==> src/rtl/brg_pkg.sv <==
// Shared definitions for the system bridge: FSM encoding, error read value
// and the default timer/UART/GPIO address windows.
package brg_pkg;

  typedef enum logic [1:0] {
    ST_IDLE = 2'd0,
    ST_WAIT = 2'd1,
    ST_RESP = 2'd2
  } brg_state_t;

  localparam logic [31:0] RD_DEFAULT_C = 32'h0002_3333;

  // Device 0 in the least significant word.
  localparam logic [95:0] DEF_DEV_BASE  = {32'h0000_7F20, 32'h0000_7F10, 32'h0000_7F00};
  localparam logic [95:0] DEF_DEV_LIMIT = {32'h0000_7F3F, 32'h0000_7F1B, 32'h0000_7F0B};

endpackage

==> src/rtl/brg_addr_decode.sv <==
// Combinational address decoder: inclusive unsigned windows, lowest index
// wins when windows overlap.
module brg_addr_decode #(
  parameter int                    N_DEV     = 3,
  parameter logic [N_DEV*32-1:0]   DEV_BASE  = brg_pkg::DEF_DEV_BASE,
  parameter logic [N_DEV*32-1:0]   DEV_LIMIT = brg_pkg::DEF_DEV_LIMIT
) (
  input  logic [31:0]      addr,
  output logic [N_DEV-1:0] sel,
  output logic             hit
);

  always_comb begin
    sel = '0;
    hit = 1'b0;
    for (int i = 0; i < N_DEV; i++) begin
      if (!hit && (addr >= DEV_BASE[i*32 +: 32]) && (addr <= DEV_LIMIT[i*32 +: 32])) begin
        sel[i] = 1'b1;
        hit    = 1'b1;
      end
    end
  end

endmodule

==> src/rtl/sys_bridge_n.sv <==
// CPU-to-peripheral bridge: one transaction in flight, req/ack towards the
// devices, registered response with error flag for unmapped or timed-out accesses.
//
// Handshake: a processor request is taken only in a cycle where pr_req=1 and
// pr_busy=0; completion is the single cycle with pr_ack=1, in which pr_rd and
// pr_err are valid. Towards devices, dev_sel is held until the selected dev_ack
// is sampled high at a clock edge or the timeout expires.
module sys_bridge_n
  import brg_pkg::*;
#(
  parameter int                  N_DEV      = 3,
  parameter logic [N_DEV*32-1:0] DEV_BASE   = DEF_DEV_BASE,
  parameter logic [N_DEV*32-1:0] DEV_LIMIT  = DEF_DEV_LIMIT,
  parameter int                  TIMEOUT    = 16,
  parameter logic [31:0]         RD_DEFAULT = RD_DEFAULT_C
) (
  input  logic                  clk,
  input  logic                  reset,
  input  logic                  pr_req,
  input  logic [31:0]           pr_addr,
  input  logic [31:0]           pr_wd,
  input  logic                  pr_we,
  input  logic [3:0]            pr_be,
  output logic                  pr_busy,
  output logic                  pr_ack,
  output logic [31:0]           pr_rd,
  output logic                  pr_err,
  output logic [31:0]           pr_err_addr,
  output logic [N_DEV-1:0]      dev_sel,
  output logic [31:0]           dev_addr,
  output logic [31:0]           dev_wd,
  output logic [3:0]            dev_be,
  output logic                  dev_we,
  input  logic [N_DEV*32-1:0]   dev_rd,
  input  logic [N_DEV-1:0]      dev_ack,
  output logic [1:0]            dbg_state
);

  localparam int CW = (TIMEOUT < 2) ? 1 : $clog2(TIMEOUT);

  brg_state_t     state, state_nxt;
  logic [CW-1:0]  cnt;
  logic [N_DEV-1:0] dec_sel;
  logic           dec_hit;
  logic           ack_hit;
  logic           tmo_hit;
  logic [31:0]    rd_mux;

  brg_addr_decode #(
    .N_DEV    (N_DEV),
    .DEV_BASE (DEV_BASE),
    .DEV_LIMIT(DEV_LIMIT)
  ) u_decode (
    .addr(pr_addr),
    .sel (dec_sel),
    .hit (dec_hit)
  );

  // Only the selected device's ack counts; others are masked out.
  assign ack_hit = |(dev_ack & dev_sel);
  assign tmo_hit = (cnt == CW'(TIMEOUT - 1));

  always_comb begin
    rd_mux = '0;
    for (int i = 0; i < N_DEV; i++) begin
      if (dev_sel[i]) rd_mux = rd_mux | dev_rd[i*32 +: 32];
    end
  end

  always_comb begin
    state_nxt = state;
    case (state)
      ST_IDLE: if (pr_req) state_nxt = dec_hit ? ST_WAIT : ST_RESP;
      ST_WAIT: if (ack_hit || tmo_hit) state_nxt = ST_RESP;
      ST_RESP: state_nxt = ST_IDLE;
      default: state_nxt = ST_IDLE;
    endcase
  end

  always_ff @(posedge clk or posedge reset) begin
    if (reset) begin
      state       <= ST_IDLE;
      cnt         <= '0;
      dev_sel     <= '0;
      dev_we      <= 1'b0;
      dev_addr    <= '0;
      dev_wd      <= '0;
      dev_be      <= '0;
      pr_rd       <= '0;
      pr_err      <= 1'b0;
      pr_err_addr <= '0;
    end else begin
      state <= state_nxt;
      case (state)
        ST_IDLE: begin
          if (pr_req) begin
            dev_addr <= pr_addr;
            dev_wd   <= pr_wd;
            dev_be   <= pr_be;
            cnt      <= '0;
            if (dec_hit) begin
              dev_sel <= dec_sel;
              dev_we  <= pr_we;
            end else begin
              pr_err      <= 1'b1;
              pr_rd       <= RD_DEFAULT;
              pr_err_addr <= pr_addr;
            end
          end
        end
        ST_WAIT: begin
          if (ack_hit) begin
            pr_rd   <= dev_we ? 32'h0 : rd_mux;
            pr_err  <= 1'b0;
            dev_sel <= '0;
            dev_we  <= 1'b0;
          end else if (tmo_hit) begin
            pr_rd       <= RD_DEFAULT;
            pr_err      <= 1'b1;
            pr_err_addr <= dev_addr;
            dev_sel     <= '0;
            dev_we      <= 1'b0;
          end else begin
            cnt <= cnt + 1'b1;
          end
        end
        default: ;
      endcase
    end
  end

  assign pr_ack    = (state == ST_RESP);
  assign pr_busy   = (state != ST_IDLE);
  assign dbg_state = state;

endmodule

==> config.mk <==
export PLATFORM = sky130hd
export DESIGN_NAME = sys_bridge_n
export DESIGN_NICKNAME = d
export VERILOG_FILES = /design/src/rtl/brg_pkg.sv /design/src/rtl/brg_addr_decode.sv /design/src/rtl/sys_bridge_n.sv
export SDC_FILE = /design/constraint.sdc
export NUM_CORES = 1
export LEC_CHECK = 0
export CAP_MARGIN = 10
export CORE_UTILIZATION = 40
export DETAILED_ROUTE_END_ITERATION = 8
export DONT_BUFFER_PORTS = 1
export MAX_ROUTING_LAYER = met4
export PLACE_DENSITY_LB_ADDON = 0.15
export SLEW_MARGIN = 25
export SYNTH_ARGS = -nofsm -noshare
export SYNTH_HDL_FRONTEND = slang
export SYNTH_SLANG_ARGS = --single-unit
==> constraint.sdc <==
create_clock -name clk -period 3.7 [get_ports clk]
set_input_delay 0 -clock clk [delete_from_list [all_inputs] [get_ports clk]]
set_output_delay 0 -clock clk [all_outputs]
set_load 0.05 [all_outputs]
## After elaboration in Yosys (flattened, before gate mapping)

Cells that the tools add are included.

| word-level totals | value |
|---|---|
| logic and storage cells | 91 |
| output and inout port bits | 141 |
| register bits | 143 |
| input bits | 171 |

| cells by class | value |
|---|---|
| $lt $le $gt $ge | 6 |
| multiplexer cells | 42 |
| eq/ne operators | 11 |
| bitwise logic cells | 3 |
| reduce and logical (&&, ||, !) cells | 18 |
| $add $sub $neg | 1 |

Operators with widths:

| kind | count |
|---|---|
| 2-to-1 mux 32 bit | 12 |
| one-hot mux 32 bit (2 select lines) | 2 |
| greater-or-equal comparator 32 x 15 -> 1 bit (second input constant) | 3 |
| <= comparator 32 x 15 -> 1 bit (second input constant) | 3 |
| bitwise OR 32 bit | 2 |
| != test 2 bit (second input constant) | 7 |
| 2-to-1 mux 1 bit | 13 |
| 2-to-1 mux 3 bit | 4 |
| 2-to-1 mux 4 bit | 3 |
| AND reduction 4 bit | 3 |
| one-hot mux 4 bit (2 select lines) | 1 |
| 2-to-1 mux 2 bit | 3 |
| one-hot mux 3 bit (2 select lines) | 1 |
| logical AND 1 bit | 5 |
| AND reduction 5 bit | 1 |
| adder 4 x 1 -> 4 bit (second input constant) | 1 |
| equality test 4 bit (second input constant) | 1 |
| one-hot mux 1 bit (2 select lines) | 2 |
| one-hot mux 2 bit (2 select lines) | 1 |
| AND reduction 2 bit | 2 |
| nonzero test 2 bit | 2 |
| bitwise AND 3 bit | 1 |
| != test 3 bit (second input constant) | 1 |
| OR reduction 3 bit | 1 |
| 5 further kinds | 6 |

## Longest topological paths before layout

Gate-level depths: netlist (run 1).

| logic depth | value |
|---|---|
| word-level depth | 14 |
| depth in mapped cells | 8 |
| depth with buffers taken out | 7 |

## Hierarchy

From an unflattened synthesis (run 1), not the netlist that was laid out.

| unflattened totals | value |
|---|---|
| cells, all modules | 498 |
| area, all modules | 6268.5 um2 |

By module, submodules not included:

| module | times used | sequential area each (um2) | cells each | area each (um2) |
|---|---|---|---|---|
| sys_bridge_n | 1 | 3578.4 | 474 | 6087.1 |
| brg_addr_decode | 1 | 0.0 | 24 | 181.4 |

## Least setup slack after synthesis (run 1)

No wires, ideal clock.

| path | value |
|---|---|
| path kind | register to register |
| start | reg dev_sel[0] |
| end | reg pr_rd[0] |
| data required time | 3581 ps |
| clock period less this slack | 2256 ps |
| path buffers | 2 |
| library setup time | 119 ps |
| data arrival time | 2137 ps |
| cell stages (with the launch flop) | 9 |
| path slack | 1444 ps |
| path through | dfrtp_1 > buf_2 > a222oi_1 > and3_1 > nor3_1 > a21bo_1 > buf_6 > inv_2 > o21a_1 |

| between the ends | value |
|---|---|
| word-level cells in the longest chain between the ends | 8 |
| elaborated cells between the ends (all ways) | 12 |
| classes of those cells | eq/ne (1); mux (6); bitwise (3); reduce/logical (2) |

Ends and longest elaborated chain:

| element | RTL line | text |
|---|---|---|
| start: declaration | sys_bridge_n.sv:29 | `output logic [N_DEV-1:0] dev_sel,` |
| start signal: assignment | sys_bridge_n.sv:102 | `dev_sel <= dec_sel;` |
| 2-to-1 mux 32 bit | sys_bridge_n.sv:66 | `if (dev_sel[i]) rd_mux = rd_mux \| dev_rd[i*32 +: 32];` |
| bitwise OR 32 bit | sys_bridge_n.sv:66 |  |
| 2-to-1 mux 32 bit | sys_bridge_n.sv:66 |  |
| bitwise OR 32 bit | sys_bridge_n.sv:66 |  |
| 2-to-1 mux 32 bit | sys_bridge_n.sv:66 |  |
| 2-to-1 mux 32 bit | sys_bridge_n.sv:113 | `pr_rd <= dev_we ? 32'h0 : rd_mux;` |
| 2-to-1 mux 32 bit | sys_bridge_n.sv:112 | `if (ack_hit) begin` |
| one-hot mux 32 bit (2 select lines) | sys_bridge_n.sv:94 | `case (state)` |
| end signal: assignment | sys_bridge_n.sv:113 |  |
| end: declaration | sys_bridge_n.sv:26 | `output logic [31:0] pr_rd,` |

Several ways; a longest one is shown, not always the timed one.
A chain may end at the register's enable or synchronous reset.

## Final worst setup path (run 1)

| path | value |
|---|---|
| start | reg dev_sel[0] |
| end | reg pr_rd[12] |

Same word-level chain as after synthesis.

==> run_results.csv, run 1 <==
group,metric,value,unit
run_status,status,"complete, no violations",
timing,relSlewSlack,0.382,
die,die_h,129,um
grt,grt_pass1_vias,5510,
setup_path,crit_type,"reg2reg",
cts,clk_path_buf_depth,2,
drt,antenna_left,0,
die,fp.dieW,129,um
synthesis,synthAdderAreaFrac,0.00193,
synthesis,yosys.area_share.simple,0.206,
synthesis,synthTopCellsByArea,"dfrtp_1 55%, nand2_1 18%, mux2_4 6.9%, a222oi_1 5.1%, o2bb2ai_2 2.3%",
setup_path,crit_family,"compound AO/OA/AOI/OAI gates",
synthesis,synth.top_cell.area_share,0.552,
drt,wire_per_inst,19.7,um
setup_path,r2r-start,"dev_sel[0]",
worst_hold_path,holdPathEnd,"dbg_state[0]",
drt,drcViolationCount,0,
grt,grt-ovfl-total,0,
grt,grt_max_degree,144,
cells_and_area,drive_above_1_share,0.119,
synthesis,syn_area_per_cell,9.89,um2
cts,cts_buffers,17,
cells_and_area,syn_to_final_growth,33.1,%
grt,antenna_found_initial,1,
synthesis,synth_top_family_by_area,"simple AND/OR/NAND/NOR gates",
synthesis,synth_cell_types,38,
timing,finalHoldViolCount,0,
drt,first_pass_iters,6,
setup_path,crit_fanout,14,
synthesis,synth_compound_area_frac,0.127,
timing,fmax,375,MHz
timing,layout_setup_ws,1040,ps
placement,io_buffers,0,
setup_path,crit_path_end_kind,"flip-flop",
timing,clock_skew,9.15,ps
die,num_rows,46,
synthesis,postSynthCellCount,656,
setup_path,r2r_slack,1040,ps
synthesis,synth_seq_cells,143,
setup_path,critical_path_required,4000,ps
pwr,ir_worst_vdd,305,uV
timing,fin_crit_sh,0.720,
synthesis,synth_top_area_cell,"dfrtp_1",
timing,final.min_clock_period,2660,ps
flow_run,max_cap_violations,0,
worst_hold_path,hp-class,"in2reg",
cts,htreeDepth,4,
setup_path,rr_endpoint,"pr_rd[12]",
placement,place.detailed.hpwl,12400,um
cts,cts_tree,"done",
cts,postCtsSetupRepairBufs,0,
placement,globalplace.congestion,0.752,
timing,slew_violations,0,
synthesis,synth-edff-count,0,
setup_path,startpoint_type,"flip-flop",
synthesis,syn_area,0.00649,mm2
pwr,power.leakage,3.93,nW
grt,grt.total_usage,0.245,
worst_hold_path,min-delay-start,"pr_addr[15]",
drt,drtIter0Drc,424,
setup_path,slowest_stage,"a222oi_1",
die,initial_core_util,0.408,
setup_path,rr_worst_depth,7,
setup_path,slowest_delay,580,ps
cts,clkTransAtPathRegs,50,ps
die,dieArea,0.0167,mm2
cts,cts_num_sinks,143,
synthesis,async_flop_share,1.00,
synthesis,yosys.area_share.xor_xnor,0.00270,
drt,via_per_inst,5.42,
timing,tns,0,ps
worst_hold_path,hold_path_depth,3,
setup_path,crit_arrival,2960,ps
grt,grt_pass1_wl,29800,um
synthesis,synth_nets,828,
pwr,powerDensity,524,mW/mm2
setup_path,worstPathCellList,"a222oi_1 > and3_1 > nor3_1 > a21bo_1 > buf_4 > inv_2 > o21a_1",
synthesis,synth.area.mux_share,0.0729,
synthesis,synth_warnings,0,
cts,cts_root_buf,"clkbuf_16",
drt,vias,5449,
timing,rsz0062_at_grt,"no",
timing,tightest_slew,925,ps
drt,drt-total-wl,19900,um
synthesis,ys_seq_area_frac,0.552,
setup_path,path_depth,7,
cts,insertion_delay,420,ps
placement,place_ws,1070,ps
die,fp.coreArea,0.0159,mm2
setup_path,crit_buf_inv,2,
cells_and_area,nets,949,
timing,setup_viol,0,
synthesis,yosys_most_used_dff,"dfrtp_1",
die,pin_count,312,
[kinds of logic after synthesis]
kind of cell / after synthesis
AO/OA/AOI/OAI: 92
XOR/XNOR: 2
adder cells (fa/ha/maj): 1
buffers and inverters: 52
flip-flops: 143
multiplexers: 32
AND/OR/NAND/NOR: 334
[cells in the final DEF (no fill, tap or decap), types with 3 or more instances in the layout]
cell type / n
a21oi_1: 4
a222oi_1: 33
buf_4: 11
bufinv_16: 3
clkbuf_16: 17
clkinv_2: 4
clkinvlp_4: 5
dfrtp_1: 143
dlygate4sd3_1: 135
inv_1: 4
mux2_4: 30
nand2_1: 302
nand3_1: 4
nor2_1: 8
nor3_1: 3
nor4_1: 3
o21a_1: 9
o21ai_0: 15
o2bb2ai_1: 15
o2bb2ai_2: 10
[per-stage QoR]
step | cells | power (mW) | hold WS [ps] | util | area (um2)
after CTS | 1005 | 4.56 | 8.31 | 0.543 | 8630
after detailed placement | 839 | 2.74 | 104 | 0.421 | 6680
after global placement | 838 | 2.72 | 96.8 | 0.419 | 6660
after global routing | 1006 | 4.69 | 30.4 | 0.544 | 8640
after floorplan | 656 | 2.63 | 82.5 | - | 6490
final | 1006 | 4.52 | 16.8 | 0.544 | 8640
[final cells by class]
type	count	area (um2)
fill	1356	7250
antenna	1	2.50
sequential	143	3580
inverter	6	26.3
tap	216	270
clock buffer	20	457
timing repair buffer	148	1480
multi-input combinational	461	2680
clock inverter	11	140
[cell usage after synthesis (2+ instances only)]
library cell  number
nand4_1            2
mux2_4            30
nor2_1             8
nor2b_1            2
buf_2              2
dfrtp_1          143
buf_1              2
a222oi_1          33
buf_6              6
o21ai_0           15
a21oi_1            4
clkbuf_1          36
o2bb2ai_1         15
a21o_1             2
and4b_1            2
o21a_1             9
o2bb2ai_2         10
nor3_1             3
inv_1              5
mux2_2             2
nand2_1          303
nand3_1            4
nor4_1             3
[tightest hold or removal path, delay by kind of cell]
family / cells / cell delay (ps)
and+or+nand+nor: 1 / 170
AOI/OAI and AO/OA: 2 / 220
[layer usage]
metal | wire, um | GRT usage | up-vias
li1 | - | - | 2471
met1 | 7860 | 0.271 | 2663
met4 | 641 | 0.107 | 0
met5 | 0 | - | -
met3 | 1560 | 0.0760 | 43
met2 | 9800 | 0.407 | 272
[timing repair]
| item | in CTS | in global routing |
|---|---|---|
| hold buffers | 135 | 0 |
| endpoints found under the hold margin | 279 | 0 |
| setup endpoints to repair | 0 | 0 |
| gates resized for setup | 0 | 0 |
[worst max-delay path by stage]
stage | to | start | slack [ps]
after detailed placement | pr_rd[12] | dev_sel[0] | 1070
after global routing | dev_sel[0] | dbg_state[0] | 850
after global placement | pr_err_addr[14] | dbg_state[0] | 970
after floorplan | pr_rd[0] | dev_sel[0] | 1440
final | pr_rd[12] | dev_sel[0] | 1040
after CTS | pr_rd[12] | dev_sel[0] | 1050
[state kept, by name, summed over array words and instances, names as in the netlist]
name and count:
pr_err_addr 32, dev_sel 3, dbg_state 2, dev_addr 32
pr_rd 32, dev_wd 32, pr_err 1, cnt 4
dev_we 1, dev_be 4
[power by group]
part	switching (mW)	total (mW)	leakage [nW]	internal, mW
sequential	0.680	2.38	1.76	1.70
clock	0.637	1.72	0.284	1.09
combinational	0.203	0.418	1.89	0.215
No activity file was read; power rests on OpenSTA's default activity.
==> inputs of run 2 (changes only) <==
clock period = 2.74 ns   (was 3.7 ns; I/O delays follow)
==> run_results.csv, run 2 (same netlist as run 1, synthesis figures left out) <==
group,metric,value,unit
timing,finalHoldViolCount,0,
timing,rsz0062_at_grt,"no",
pwr,p_switching,2.09,mW
cells_and_area,final_cell_count_no_fill,1011,
cts,clk_path_buf_depth,2,
cells_and_area,finalInstanceArea,0.00865,mm2
timing,slew_violations,0,
pwr,clock_power_share,0.382,
cells_and_area,nets,953,
setup_path,critical_path_required,3080,ps
setup_path,rr_worst_depth,5,
drt,vias,5444,
timing,relSlewSlack,0.468,
setup_path,startpoint_type,"flip-flop",
drt,wire_per_inst,19.8,um
timing,final.min_clock_period,2530,ps
drt,via_per_inst,5.38,
pwr,p_sw_frac,0.342,
die,dieArea,0.0167,mm2
pwr,powerDensity,707,mW/mm2
placement,io_buffers,0,
grt,grt-ovfl-total,0,
die,fp.dieW,129,um
pwr,power_frac_seq,0.526,
grt,grt_pass1_wl,30000,um
setup_path,crit_arrival,2880,ps
grt,grt.total_usage,0.244,
drt,first_pass_iters,8,
cells_and_area,utilization,0.544,
setup_path,slowest_stage,"dfrtp_1",
cts,cts_tree,"done",
pwr,ir_worst_vdd,418,uV
timing,fin_crit_sh,0.925,
cts,insertion_delay,410,ps
die,pin_count,312,
run_status,status,"complete, no violations",
placement,globalplace.congestion,0.774,
cts,cts_num_sinks,143,
placement,placedCellCount,842,
die,initial_core_util,0.408,
setup_path,crit_path_end_kind,"flip-flop",
drt,drt-total-wl,20100,um
timing,fmax,394,MHz
cells_and_area,drive_above_1_share,0.122,
setup_path,cp-startpoint,"dbg_state[0]",
grt,grt_pass1_vias,5516,
setup_path,crit_fanout,21,
timing,clock_skew,7.56,ps
cts,cts_root_buf,"clkbuf_16",
setup_path,crit_type,"reg2reg",
cells_and_area,n_fill_cell,1381,
grt,antenna_found_initial,1,
cells_and_area,multi_input_area,0.00268,mm2
pwr,power.leakage,3.94,nW
cells_and_area,seq_area,0.00358,mm2
flow_run,max_cap_violations,0,
timing,setup_viol,0,
setup_path,r2r-start,"dbg_state[0]",
worst_hold_path,min-delay-start,"pr_addr[5]",
cts,htreeDepth,4,
die,num_rows,46,
cells_and_area,mostFrequentLayoutCell,"nand2_1",
drt,antenna_left,0,
worst_hold_path,hold_path_depth,3,
pwr,p_comb_frac,0.092,
drt,drtIter0Drc,345,
pwr,internal_power,4.02,mW
placement,place.detailed.hpwl,12400,um
worst_hold_path,hp-class,"in2reg",
grt,grt_max_degree,90,
timing,tightest_slew,798,ps
cells_and_area,layout_common_cells,"302 x nand2_1, 143 x dfrtp_1, 136 x dlygate4sd3_1, 33 x a222oi_1, 30 x mux2_4",
setup_path,slowest_delay,600,ps
cts,cts_buffers,17,
cts,clkTransAtPathRegs,60,ps
drt,drcViolationCount,0,
die,die_h,129,um
die,fp.coreArea,0.0159,mm2
setup_path,worstPathCellList,"nor2_1 > and2_2 > nand4_1 > o2bb2ai_1 > dlygate4sd3_1",
cells_and_area,syn_to_final_growth,33.3,%
timing,tns,0,ps
placement,placed_area,0.00669,mm2
-- run 2: area by class of cell --
class / instances / share of cell area
Multi-Input combinational cell: 461 / 0.310
Sequential cell: 143 / 0.414
Inverter: 6 / 0.00304
Clock buffer: 19 / 0.0501
Timing Repair Buffer: 152 / 0.173
Antenna cell: 1 / 0.000289
Clock inverter: 13 / 0.0190
Tap cell: 216 / 0.0312
-- run 2: final timing paths --
check / slack (ps) / end
max: 210 / dev_sel[0]
min: 30 / dbg_state[0]
max reg2reg: 210 / dev_sel[0]
min reg2reg: 510 / cnt[0]
max in group asynchronous: 1940 / pr_err_addr[15]
min in group asynchronous: 200 / dev_wd[14]
-- run 2: critical path, delay by kind of cell (launching register included) --
kind | cells | cell delay [ps]
AO/OA/AOI/OAI | 1 | 200
buffers and inverters | 1 | 560
flip-flops | 1 | 600
AND/OR/NAND/NOR | 3 | 1110
-- run 2: through the flow --
step                worst slack (ps)  hold slack, ps  total power, mW
floorplan                        484            82.5             3.55
global placement                 372            55.9             3.67
detailed placement               324            62.1             3.69
CTS                              161            4.48             6.18
global route                    32.1            18.9             6.35
finish                           205            25.5             6.12
-- run 2: metal layers --
layer / vias to the layer above / GRT usage / part of all wire
met5: - / - / 0
met4: 0 / 0.0900 / 0.019
met3: 21 / 0.0797 / 0.080
met2: 256 / 0.398 / 0.49
met1: 2680 / 0.279 / 0.41
li1: 2487 / - / -
-- run 2: timing repair --
| item | 4_1_cts | 5_1_grt |
|---|---|---|
| setup buffers | 0 | 0 |
| resized for setup | 0 | 0 |
| hold buffers | 136 | 0 |
| endpoints found under the hold margin | 280 | 0 |
-- run 2: power groups by stage --
stage	Clock, mW	Combinational (mW)	Sequential (mW)
after CTS	2.40	0.566	3.22
after detailed placement	0	0.440	3.25
after global routing	2.49	0.627	3.24
final	2.34	0.565	3.22
after floorplan	0	0.362	3.19
after global placement	0	0.419	3.25
==> inputs of run 3 (changes only) <==
==> constraint.sdc (replaced) <==
create_clock -name clk -period 2.74 [get_ports clk]
set_input_delay 0.274 -clock clk [delete_from_list [all_inputs] [get_ports clk]]
set_output_delay 0.274 -clock clk [all_outputs]
set_load 0.05 [all_outputs]
==> run_results.csv, run 3 (same netlist as run 1, synthesis figures left out) <==
group,metric,value,unit
run_status,status,"complete, no violations",
setup_path,rr_endpoint,"pr_err_addr[29]",
timing,clock_skew,9.30,ps
cells_and_area,final_cell_count_no_fill,946,
setup_path,rr_worst_depth,7,
cells_and_area,multi_input_area,0.00268,mm2
pwr,p_comb_frac,0.086,
placement,placed_area,0.00670,mm2
grt,antenna_found_initial,1,
setup_path,worstPathCellList,"buf_4 > nand2b_1 > nor2_1 > nand2_1 > o21ai_4 > buf_4 > mux2_2",
grt,grt-ovfl-total,0,
cells_and_area,nets,888,
cts,postCtsSetupRepairBufs,0,
grt,grt_pass1_wl,28200,um
pwr,internal_power,3.95,mW
setup_path,cp_common_cell,"buf_4",
drt,drt-total-wl,18800,um
drt,wire_per_inst,19.9,um
die,num_rows,46,
setup_path,crit_path_end,"pr_err_addr[29]",
setup_path,crit_family,"buffers and inverters",
cells_and_area,finalInstanceArea,0.00798,mm2
drt,antenna_left,0,
drt,via_per_inst,5.42,
timing,tightest_slew,795,ps
pwr,ir_worst_vdd,407,uV
timing,setup_viol,0,
setup_path,path_depth,7,
setup_path,critical_path_required,3040,ps
die,initial_core_util,0.408,
timing,fin_crit_sh,0.859,
timing,finalHoldViolCount,0,
die,dieArea,0.0167,mm2
pwr,powerDensity,755,mW/mm2
setup_path,crit_path_end_kind,"flip-flop",
placement,globalplace.congestion,0.772,
setup_path,crit_fanout,31,
drt,drtIter0Drc,363,
die,die_h,129,um
cells_and_area,mostFrequentLayoutCell,"nand2_1",
timing,tns,0,ps
cells_and_area,layout_common_cells,"302 x nand2_1, 143 x dfrtp_1, 69 x dlygate4sd3_1, 33 x a222oi_1, 30 x mux2_4",
setup_path,crit_arrival,2650,ps
die,fp.coreArea,0.0159,mm2
grt,grt_pass1_vias,5167,
worst_hold_path,hp-class,"in2reg",
cts,cts_root_buf,"clkbuf_16",
cts,cts_resized,0,
cts,cts_num_sinks,143,
setup_path,slowest_delay,700,ps
cts,cts_tree,"done",
setup_path,startpoint_type,"flip-flop",
timing,final.min_clock_period,2350,ps
setup_path,r2r-start,"dbg_state[0]",
timing,rsz0062_at_grt,"no",
setup_path,cp-startpoint,"dbg_state[0]",
cts,cts_buffers,17,
cells_and_area,seq_area,0.00358,mm2
drt,vias,5125,
grt,grt.total_usage,0.233,
cts,clk_path_buf_depth,2,
die,fp.dieW,129,um
setup_path,slowest_stage,"dfrtp_1",
cells_and_area,syn_to_final_growth,23.1,%
grt,grt_max_degree,90,
pwr,power.leakage,3.77,nW
cells_and_area,n_fill_cell,1467,
setup_path,crit_buf_inv,2,
drt,first_pass_iters,6,
die,pin_count,312,
timing,relSlewSlack,0.470,
flow_run,max_cap_violations,0,
pwr,p_switching,2.08,mW
pwr,clock_power_share,0.380,
drt,drcViolationCount,0,
setup_path,r2r_slack,390,ps
timing,slew_violations,0,
cts,clkTransAtPathRegs,60,ps
placement,place.detailed.hpwl,12500,um
pwr,p_sw_frac,0.344,
cts,insertion_delay,420,ps
cts,htreeDepth,4,
timing,fmax,425,MHz
pwr,power_frac_seq,0.534,
placement,io_buffers,0,
placement,placedCellCount,844,
cells_and_area,drive_above_1_share,0.137,
setup_path,crit_type,"reg2reg",
==> run 3: cell count changes in the layout (fill, tap and decap cells not counted), sizes merged <==
| cell | change |
|---|---|
| clkinvlp | -4 |
| clkinv | +3 |
| buf | +2 |
| clkbuf | +1 |
| inv | +1 |
| bufinv | -1 |
| dlygate4sd3 | -67 |
==> run 3: power groups by stage <==
| stage | registers, mW | logic [mW] | clock network, mW |
|---|---|---|---|
| after floorplan | 3.19 | 0.362 | 0 |
| after global placement | 3.25 | 0.423 | 0 |
| after detailed placement | 3.25 | 0.442 | 0 |
| after CTS | 3.22 | 0.523 | 2.35 |
| after global routing | 3.24 | 0.580 | 2.43 |
| final | 3.22 | 0.517 | 2.29 |
==> run 3: worst min-delay path by stage <==
stage | from | to | cells after the start
6_report | pr_we | dev_we | 1
5_1_grt | pr_we | dev_we | 1
4_1_cts | pr_we | dev_we | 1
3_5_place_dp | reset | dev_wd[4] | 2
3_3_place_gp | reset | dev_wd[4] | 2
2_1_floorplan | pr_addr[4] | dev_sel[0] | 1
==> run 3: worst register-to-register path: stages (launching register included) <==
cell and delay, ps:
dfrtp_1 700, buf_4 220, nand2b_1 90, nor2_1 120
nand2_1 100, o21ai_4 70, buf_4 520, mux2_2 410
==> run 3: per-stage QoR <==
stage          setup WS (ps)   util  total power [mW]  hold WS [ps]
2_1_floorplan            484      -              3.55           356
3_3_place_gp             394  0.422              3.68           329
3_5_place_dp             374  0.422              3.69           334
4_1_cts                  367  0.502              6.09          6.38
5_1_grt                  237  0.503              6.25          10.9
6_report                 385  0.503              6.03          26.7
==> run 3: layout make-up <==
class	instances	area share
flip-flops and latches	143	0.448
multi-input cells	461	0.336
repair buffers	87	0.105
clock buffers	20	0.0572
well taps	216	0.0339
clock inverters	12	0.0165
inverters	6	0.00329
diodes	1	0.000313
==> run 3: what timing repair did <==
item                       in CTS  in global routing
hold endpoints to repair      164                  0
setup endpoints to repair       0                  0
hold buffers                   69                  0
==> run 3: layer usage <==
layer | vias to the layer above | part of all wire | global-route usage
li1 | 2342 | - | -
met1 | 2532 | 0.41 | 0.270
met2 | 224 | 0.49 | 0.380
met3 | 27 | 0.080 | 0.0801
met4 | 0 | 0.021 | 0.0734
met5 | - | 0 | -
